===== src/rtl/ava_pkg.sv =====
// Shared types and default geometry for the AVA raster scan controller.
package ava_pkg;

  localparam int X_RES           = 640;
  localparam int Y_RES           = 480;
  localparam int VRAM_ADDR_WIDTH = 19;

  localparam int COORD_X_W = $clog2(X_RES);
  localparam int COORD_Y_W = $clog2(Y_RES);

  typedef struct packed {
    logic [COORD_Y_W-1:0] y;
    logic [COORD_X_W-1:0] x;
  } coords_t;

  typedef enum logic [0:0] {
    PRIME = 1'b0,
    RUN   = 1'b1
  } scan_state_t;

endpackage


===== src/rtl/ava_scan_walker.sv =====
// VRAM address walker: turns a stream of display-pixel steps into framebuffer
// addresses with power-of-two pixel replication; scale and base latch per frame.
module ava_scan_walker
  import ava_pkg::*;
#(
  parameter  int H_RES          = X_RES,
  parameter  int V_RES          = Y_RES,
  parameter  int SCALE_LOG2_MAX = 2,
  parameter  int ADDR_W         = VRAM_ADDR_WIDTH,
  localparam int SW             = $clog2(SCALE_LOG2_MAX + 1)
) (
  input  logic              clk,
  input  logic              load,
  input  logic              step,
  input  logic [SW-1:0]     scale_log2,
  input  logic [ADDR_W-1:0] base_addr,
  output logic [ADDR_W-1:0] addr
);

  localparam int SUBW = (SCALE_LOG2_MAX > 0) ? SCALE_LOG2_MAX : 1;
  // One extra bit so the full line/frame size itself is representable.
  localparam int AXW  = $clog2(H_RES + 1);
  localparam int AYW  = $clog2(V_RES + 1);

  localparam logic [AXW-1:0] H_FULL    = AXW'(H_RES);
  localparam logic [AYW-1:0] V_FULL    = AYW'(V_RES);
  localparam logic [SW-1:0]  SCALE_MAX = SW'(SCALE_LOG2_MAX);

  logic [SW-1:0]     scale_r;
  logic [SUBW-1:0]   sx_r;
  logic [SUBW-1:0]   sy_r;
  logic [AXW-1:0]    ax_r;
  logic [AYW-1:0]    ay_r;
  logic [ADDR_W-1:0] row_base_r;
  logic [ADDR_W-1:0] addr_r;

  logic [SUBW-1:0]   sub_max_s;
  logic [AXW-1:0]    cols_s;
  logic [AYW-1:0]    rows_s;
  logic [ADDR_W-1:0] row_step_s;
  logic [SW-1:0]     scale_in_s;
  logic              x_wrap_s;
  logic              y_wrap_s;
  logic              line_wrap_s;
  logic              frame_wrap_s;

  // Wrap conditions of the replication and VRAM counters for the current scale.
  always_comb begin
    sub_max_s    = ~({SUBW{1'b1}} << scale_r);
    cols_s       = H_FULL >> scale_r;
    rows_s       = V_FULL >> scale_r;
    row_step_s   = ADDR_W'(cols_s);
    x_wrap_s     = (sx_r == sub_max_s);
    y_wrap_s     = (sy_r == sub_max_s);
    line_wrap_s  = x_wrap_s && (ax_r == cols_s - AXW'(1));
    frame_wrap_s = line_wrap_s && y_wrap_s && (ay_r == rows_s - AYW'(1));
    scale_in_s   = (scale_log2 > SCALE_MAX) ? SCALE_MAX : scale_log2;
  end

  // Walker counters; a line end without a row wrap re-reads the same VRAM row.
  always_ff @(posedge clk) begin
    if (load || (step && frame_wrap_s)) begin
      scale_r    <= scale_in_s;
      sx_r       <= '0;
      sy_r       <= '0;
      ax_r       <= '0;
      ay_r       <= '0;
      row_base_r <= base_addr;
      addr_r     <= base_addr;
    end else if (step) begin
      if (line_wrap_s) begin
        sx_r <= '0;
        ax_r <= '0;
        if (y_wrap_s) begin
          sy_r       <= '0;
          ay_r       <= ay_r + AYW'(1);
          row_base_r <= row_base_r + row_step_s;
          addr_r     <= row_base_r + row_step_s;
        end else begin
          sy_r   <= sy_r + SUBW'(1);
          addr_r <= row_base_r;
        end
      end else if (x_wrap_s) begin
        sx_r   <= '0;
        ax_r   <= ax_r + AXW'(1);
        addr_r <= addr_r + ADDR_W'(1);
      end else begin
        sx_r <= sx_r + SUBW'(1);
      end
    end
  end

  assign addr = addr_r;

endmodule


===== src/rtl/ava_scan_ctrl.sv =====
// Raster scan controller: display coords plus a VRAM address running VRAM_LATENCY
// pixels ahead. Define AVA_SCAN_STATS_EN to add frame_cnt/stall_cnt outputs.
module ava_scan_ctrl
  import ava_pkg::*;
#(
  parameter  int H_RES          = X_RES,
  parameter  int V_RES          = Y_RES,
  parameter  int SCALE_LOG2_MAX = 2,
  parameter  int VRAM_LATENCY   = 1,
  parameter  int ADDR_W         = VRAM_ADDR_WIDTH,
  localparam int SW             = $clog2(SCALE_LOG2_MAX + 1)
) (
  input  logic              clk,
  input  logic              reset,
  input  logic              pixel_fifo_full,
  input  logic [SW-1:0]     scale_log2,
  input  logic [ADDR_W-1:0] base_addr,
  output coords_t           coords,
  output logic [ADDR_W-1:0] vram_addr,
  output logic              line_end,
  output logic              vblank
`ifdef AVA_SCAN_STATS_EN
  ,
  output logic [15:0]       frame_cnt,
  output logic [31:0]       stall_cnt
`endif
);

  localparam logic [COORD_X_W-1:0] X_LAST = COORD_X_W'(H_RES - 1);
  localparam logic [COORD_Y_W-1:0] Y_LAST = COORD_Y_W'(V_RES - 1);

  scan_state_t state_r;
  logic [2:0]  prime_cnt_r;
  coords_t     coords_r;
  logic        line_end_r;
  logic        vblank_r;

  coords_t     coords_nxt_s;
  logic        x_last_s;
  logic        y_last_s;
  logic        advance_s;
  logic        step_s;

  // Next coordinate and step enables; PRIME steps the walker even while stalled.
  always_comb begin
    x_last_s     = (coords_r.x == X_LAST);
    y_last_s     = (coords_r.y == Y_LAST);
    advance_s    = (state_r == RUN) && !pixel_fifo_full;
    step_s       = (state_r == PRIME) || advance_s;
    coords_nxt_s = coords_r;
    if (x_last_s) begin
      coords_nxt_s.x = '0;
      coords_nxt_s.y = y_last_s ? '0 : coords_r.y + COORD_Y_W'(1);
    end else begin
      coords_nxt_s.x = coords_r.x + COORD_X_W'(1);
    end
  end

  // Scan FSM with registered coordinate and strobe outputs.
  always_ff @(posedge clk) begin
    if (reset) begin
      state_r     <= (VRAM_LATENCY == 0) ? RUN : PRIME;
      prime_cnt_r <= 3'(VRAM_LATENCY);
      coords_r    <= '0;
      line_end_r  <= 1'b0;
      vblank_r    <= 1'b0;
    end else begin
      case (state_r)
        PRIME: begin
          prime_cnt_r <= prime_cnt_r - 3'd1;
          if (prime_cnt_r == 3'd1) begin
            state_r <= RUN;
          end
        end
        RUN: begin
          if (advance_s) begin
            coords_r   <= coords_nxt_s;
            line_end_r <= (coords_nxt_s.x == X_LAST);
            vblank_r   <= (coords_nxt_s.x == X_LAST) && (coords_nxt_s.y == Y_LAST);
          end
        end
        default: begin
          state_r <= PRIME;
        end
      endcase
    end
  end

  ava_scan_walker #(
    .H_RES          (H_RES),
    .V_RES          (V_RES),
    .SCALE_LOG2_MAX (SCALE_LOG2_MAX),
    .ADDR_W         (ADDR_W)
  ) u_walker (
    .clk        (clk),
    .load       (reset),
    .step       (step_s),
    .scale_log2 (scale_log2),
    .base_addr  (base_addr),
    .addr       (vram_addr)
  );

  assign coords   = coords_r;
  assign line_end = line_end_r;
  assign vblank   = vblank_r;

`ifdef AVA_SCAN_STATS_EN
  logic [15:0] frame_cnt_r;
  logic [31:0] stall_cnt_r;

  // Saturating frame and stall counters, active only in RUN.
  always_ff @(posedge clk) begin
    if (reset) begin
      frame_cnt_r <= 16'd0;
      stall_cnt_r <= 32'd0;
    end else begin
      if (advance_s && x_last_s && y_last_s && (frame_cnt_r != 16'hFFFF)) begin
        frame_cnt_r <= frame_cnt_r + 16'd1;
      end
      if ((state_r == RUN) && pixel_fifo_full && (stall_cnt_r != 32'hFFFF_FFFF)) begin
        stall_cnt_r <= stall_cnt_r + 32'd1;
      end
    end
  end

  assign frame_cnt = frame_cnt_r;
  assign stall_cnt = stall_cnt_r;
`endif

endmodule


===== config.mk =====
export PLATFORM = sky130hd
export DESIGN_NAME = ava_scan_ctrl
export DESIGN_NICKNAME = d
export VERILOG_FILES = /design/src/rtl/ava_pkg.sv /design/src/rtl/ava_scan_walker.sv /design/src/rtl/ava_scan_ctrl.sv
export SDC_FILE = /design/constraint.sdc
export NUM_CORES = 1
export LEC_CHECK = 0
export BUFFER_PORTS_ARGS = -buffer_cell sky130_fd_sc_hd__buf_2
export CORE_AREA = 3 3 97 136
export CTS_CLUSTER_DIAMETER = 200
export DETAILED_ROUTE_END_ITERATION = 16
export DIE_AREA = 0 0 100 139
export GPL_TIMING_DRIVEN = 0
export PLACE_DENSITY = 0.63
export SETUP_SLACK_MARGIN = 0.4
export SLEW_MARGIN = 20
export SYNTH_ARGS = -nofsm -noshare
export SYNTH_HDL_FRONTEND = slang
export SYNTH_SLANG_ARGS = --single-unit

===== constraint.sdc =====
create_clock -name clk -period 5.9 [get_ports clk]
set_input_delay 0.59 -clock clk [delete_from_list [all_inputs] [get_ports clk]]
set_output_delay 0.59 -clock clk [all_outputs]
set_load 0.05 [all_outputs]

==> parameters.txt <==
Parameter                              Value

Status
  Status    finished clean

Logic synthesis
  Average cell area after synthesis    ~8.8 um2
  Primary flip-flop cell chosen by synthesis mapping    sky130_fd_sc_hd__dfxtp_1
  Share of Yosys cell area claimed by the top area cell type    0.223
  Syn Nets    around 660
  Ranking of synthesized cells by area    sky130_fd_sc_hd__edfxtp_1 22%, sky130_fd_sc_hd__dfxtp_1 18%, sky130_fd_sc_hd__xnor2_1 6.2%, sky130_fd_sc_hd__ha_1 5.1%, sky130_fd_sc_hd__xor2_1 4.7%
  Yosys reg bits    88
  Cell Area, Synth    about 0.0054 mm2
  Count of unique library cells instantiated by Yosys    63
  Number of enable flip-flop cells after synthesis    40
  Cells after Synth    between 600 and 700
  Fraction of registers with async set/reset    0
  Leading area contributor after synthesis    sky130_fd_sc_hd__edfxtp_1
  Seq/Total Area, Yosys    0.402
  Synthesis warning total    0

Floorplan
  Die outline height    approximately 140 um
  Chip Width    approximately 100 um
  Num rows    between 40 and 50
  Floorplan die area    ~0.014 mm2
  Core Footprint    0.0122 mm2
  # IOs    64
  Initial standard-cell utilization of the core    0.441

Critical path
  Reg-to-reg critical path endpoint    u_walker.addr[15]
  Reg-to-reg startpoint    u_walker.scale_r[1]
  Kind of capture point of the worst setup path    flip-flop
  Number of cells traversed by the worst register-to-register path    12
  Max Fanout on Critical Path    10
  Data required time of the worst path    approximately 6.0 ns
  Arrival time at the worst endpoint    4.31 ns
  Setup Crit Path Kind    flip-flop to flip-flop
  Crit path launch type    flip-flop
  Internal reg-to-reg setup slack    1.66 ns

Timing
  RSZ-0062 raised after global routing    no
  Setup TNS    0 ns
  Largest clock skew in the final design    around 0.0091 ns
  Fraction of the cycle the final worst path needs    0.719
  Slew @ Worst Pin    approximately 0.9 ns
  Rel. slew slack    0.398
  Fin crit period    ~4.2 ns
  Highest clock frequency the design can meet    0.236 GHz
  Final hold violation count    0
  Total of endpoints with negative setup slack in the final report    0
  Number of slew-limit violations in the final report    0

Placement
  Placer's final routability congestion estimate    ~0.95
  HPWL Detailed    approximately 11,000 um
  Port-buffer cells    62

Worst hold path
  Source of the worst hold timing path    u_walker.ax_r[1]
  Cells on Worst Hold Path    2
  Min-Delay Endpoint    u_walker.ax_r[1]
  Hold/Removal Path Class    flip-flop to flip-flop

Cells and area
  Number of nets in the finished design    732
  Core Util, Final    0.507
  Leading cell type in the layout, fill and taps excluded    sky130_fd_sc_hd__buf_2
  Area grow syn2layout    15.1%
  Most frequent cells in the layout    69 x sky130_fd_sc_hd__buf_2, 66 x sky130_fd_sc_hd__nor2_1, 62 x sky130_fd_sc_hd__nand2_1
  N_diodes    0
  Fraction of layout instances using a drive strength above 1    0.155

Clock tree
  Clock sink count    88
  Clock root buffer master    sky130_fd_sc_hd__clkbuf_16
  Number of clock buffers inserted by TritonCTS    9
  Clock tree from TritonCTS    done
  Post-CTS clock slew at the launch and capture registers of the worst setup and hold paths    approximately 0.070 ns
  Total of hold buffers inserted after clock tree synthesis    0
  Cells resized by post-CTS repair    0
  Clk Latency, worst-skew pair    0.35 ns
  CTS max path bufs    2
  Post-CTS Setup Inserts    0
  H-tree Lvls    3

GRT
  Total congestion overflow after global routing    0
  First-pass GRT wire length    between 20,000 and 25,000 um
  Via count of the first global-routing pass    ~4,600
  Pin count of the biggest net entering global routing    24
  Total GRT Usage    0.202
  Number of antenna violations at the first check in global routing    1

Route
  Avg Vias per Cell    about 5.6
  Number of optimization iterations in the first detailed-route pass    4
  Average wire length per cell after detail routing    16.7 um
  Total via count after detailed routing    ~4,700
  ANT nets after route    0
  Total wire length after detailed routing    14,000 um
  Drt first-iter violations    186
  DRC Markers    0

Power
  Leakage    approximately 0.0024 uW
  Largest voltage drop on the vdd net    around 0.16 mV
  Power per standard cell area    a little under 300 mW/mm2

Flow run
  Number of max-cap violations    0
layer usage:
metal,part of all wire,up-vias,wire [um],track usage
met5,0.00050,-,7,0
met4,0.040,2,565,0.103
met3,0.041,41,571,0.0337
met2,0.52,127,7230,0.362
met1,0.40,2209,5630,0.226
li1,-,2322,-,-
flip-flops by register name, indices dropped and copies added (netlist names):
| signal | count |
|---|---|
| u_walker.row_base_r | 19 |
| u_walker.ax_r | 10 |
| u_walker.sy_r | 2 |
| vblank | 1 |
| u_walker.ay_r | 9 |
| u_walker.addr | 19 |
| u_walker.sx_r | 2 |
| line_end | 1 |
| coords | 19 |
| prime_cnt_r | 3 |
| state_r | 1 |
| u_walker.scale_r | 2 |
power breakdown:
| group | switching, uW | total [uW] | internal [uW] |
|---|---|---|---|
| clock | 254 | 582 | 328 |
| combinational | 311 | 458 | 148 |
| sequential | 61.8 | 779 | 717 |
| total | 627 | 1820 | 1190 |
cells in the mapped netlist (all sizes together) (20+ instances only):
cell type,instances
xor2,29
xnor2,38
nand3,25
nand2,62
dfxtp,48
edfxtp,40
ha,22
nor3,24
nor2,67
inv,20
a21oi,38
o21ai,38
layout make-up:
type                    count  area, um2
multi-input cells         476       3000
clock inverters             7       72.6
flip-flops and latches     88       2160
well taps                 150        188
plain buffers              27        146
inverters                  20       75.1
fillers                  1184       6010
repair buffers             63        322
clock buffers               9        225
cells by family (layout without fill, tap and decap cells):
| kind of cell | count (synthesis) | after routing | synth area share |
|---|---|---|---|
| compound gates | 114 | 114 | 0.127 |
| xor+xnor | 67 | 67 | 0.109 |
| fa+ha+maj | 23 | 23 | 0.0549 |
| buf+inv | 47 | 126 | 0.0412 |
| flops | 88 | 88 | 0.402 |
| mux | 8 | 8 | 0.0149 |
| simple gates | 264 | 264 | 0.251 |
worst max path at each step:
stage | startpoint | to | slack [ns]
2_1_floorplan | u_walker.scale_r[1] | u_walker.addr[0] | 2.24
3_3_place_gp | u_walker.scale_r[1] | u_walker.addr[17] | 0.86
3_5_place_dp | u_walker.scale_r[1] | u_walker.addr[13] | 1.64
4_1_cts | u_walker.scale_r[1] | u_walker.addr[11] | 1.64
5_1_grt | u_walker.scale_r[1] | u_walker.addr[11] | 1.42
6_report | u_walker.scale_r[1] | u_walker.addr[15] | 1.66
stage by stage:
step	hold slack (ns)	area, um2	setup slack (ns)	total power [uW]	cells
CTS	0.483	6190	1.64	1830	840
detailed placement	0.472	5890	1.64	1250	824
global route	0.518	6190	1.42	1900	840
finish	0.488	6190	1.66	1820	840
floorplan	0.444	5380	2.24	1130	611
global placement	0.453	5870	0.864	1240	823
worst max-delay path, stage by stage (launching register included):
cell and delay, ns:
sky130_fd_sc_hd__edfxtp_1 0.44, sky130_fd_sc_hd__buf_2 0.23, sky130_fd_sc_hd__inv_1 0.11, sky130_fd_sc_hd__ha_1 0.25, sky130_fd_sc_hd__xor2_1 0.15, sky130_fd_sc_hd__nor4_1 0.60, sky130_fd_sc_hd__nand4_1 0.26, sky130_fd_sc_hd__o21ai_1 0.49
sky130_fd_sc_hd__buf_2 0.33, sky130_fd_sc_hd__buf_2 0.25, sky130_fd_sc_hd__nor2_1 0.07, sky130_fd_sc_hd__a21oi_2 0.51, sky130_fd_sc_hd__buf_6 0.25
Note: power is estimated with default switching activity, not from simulation.
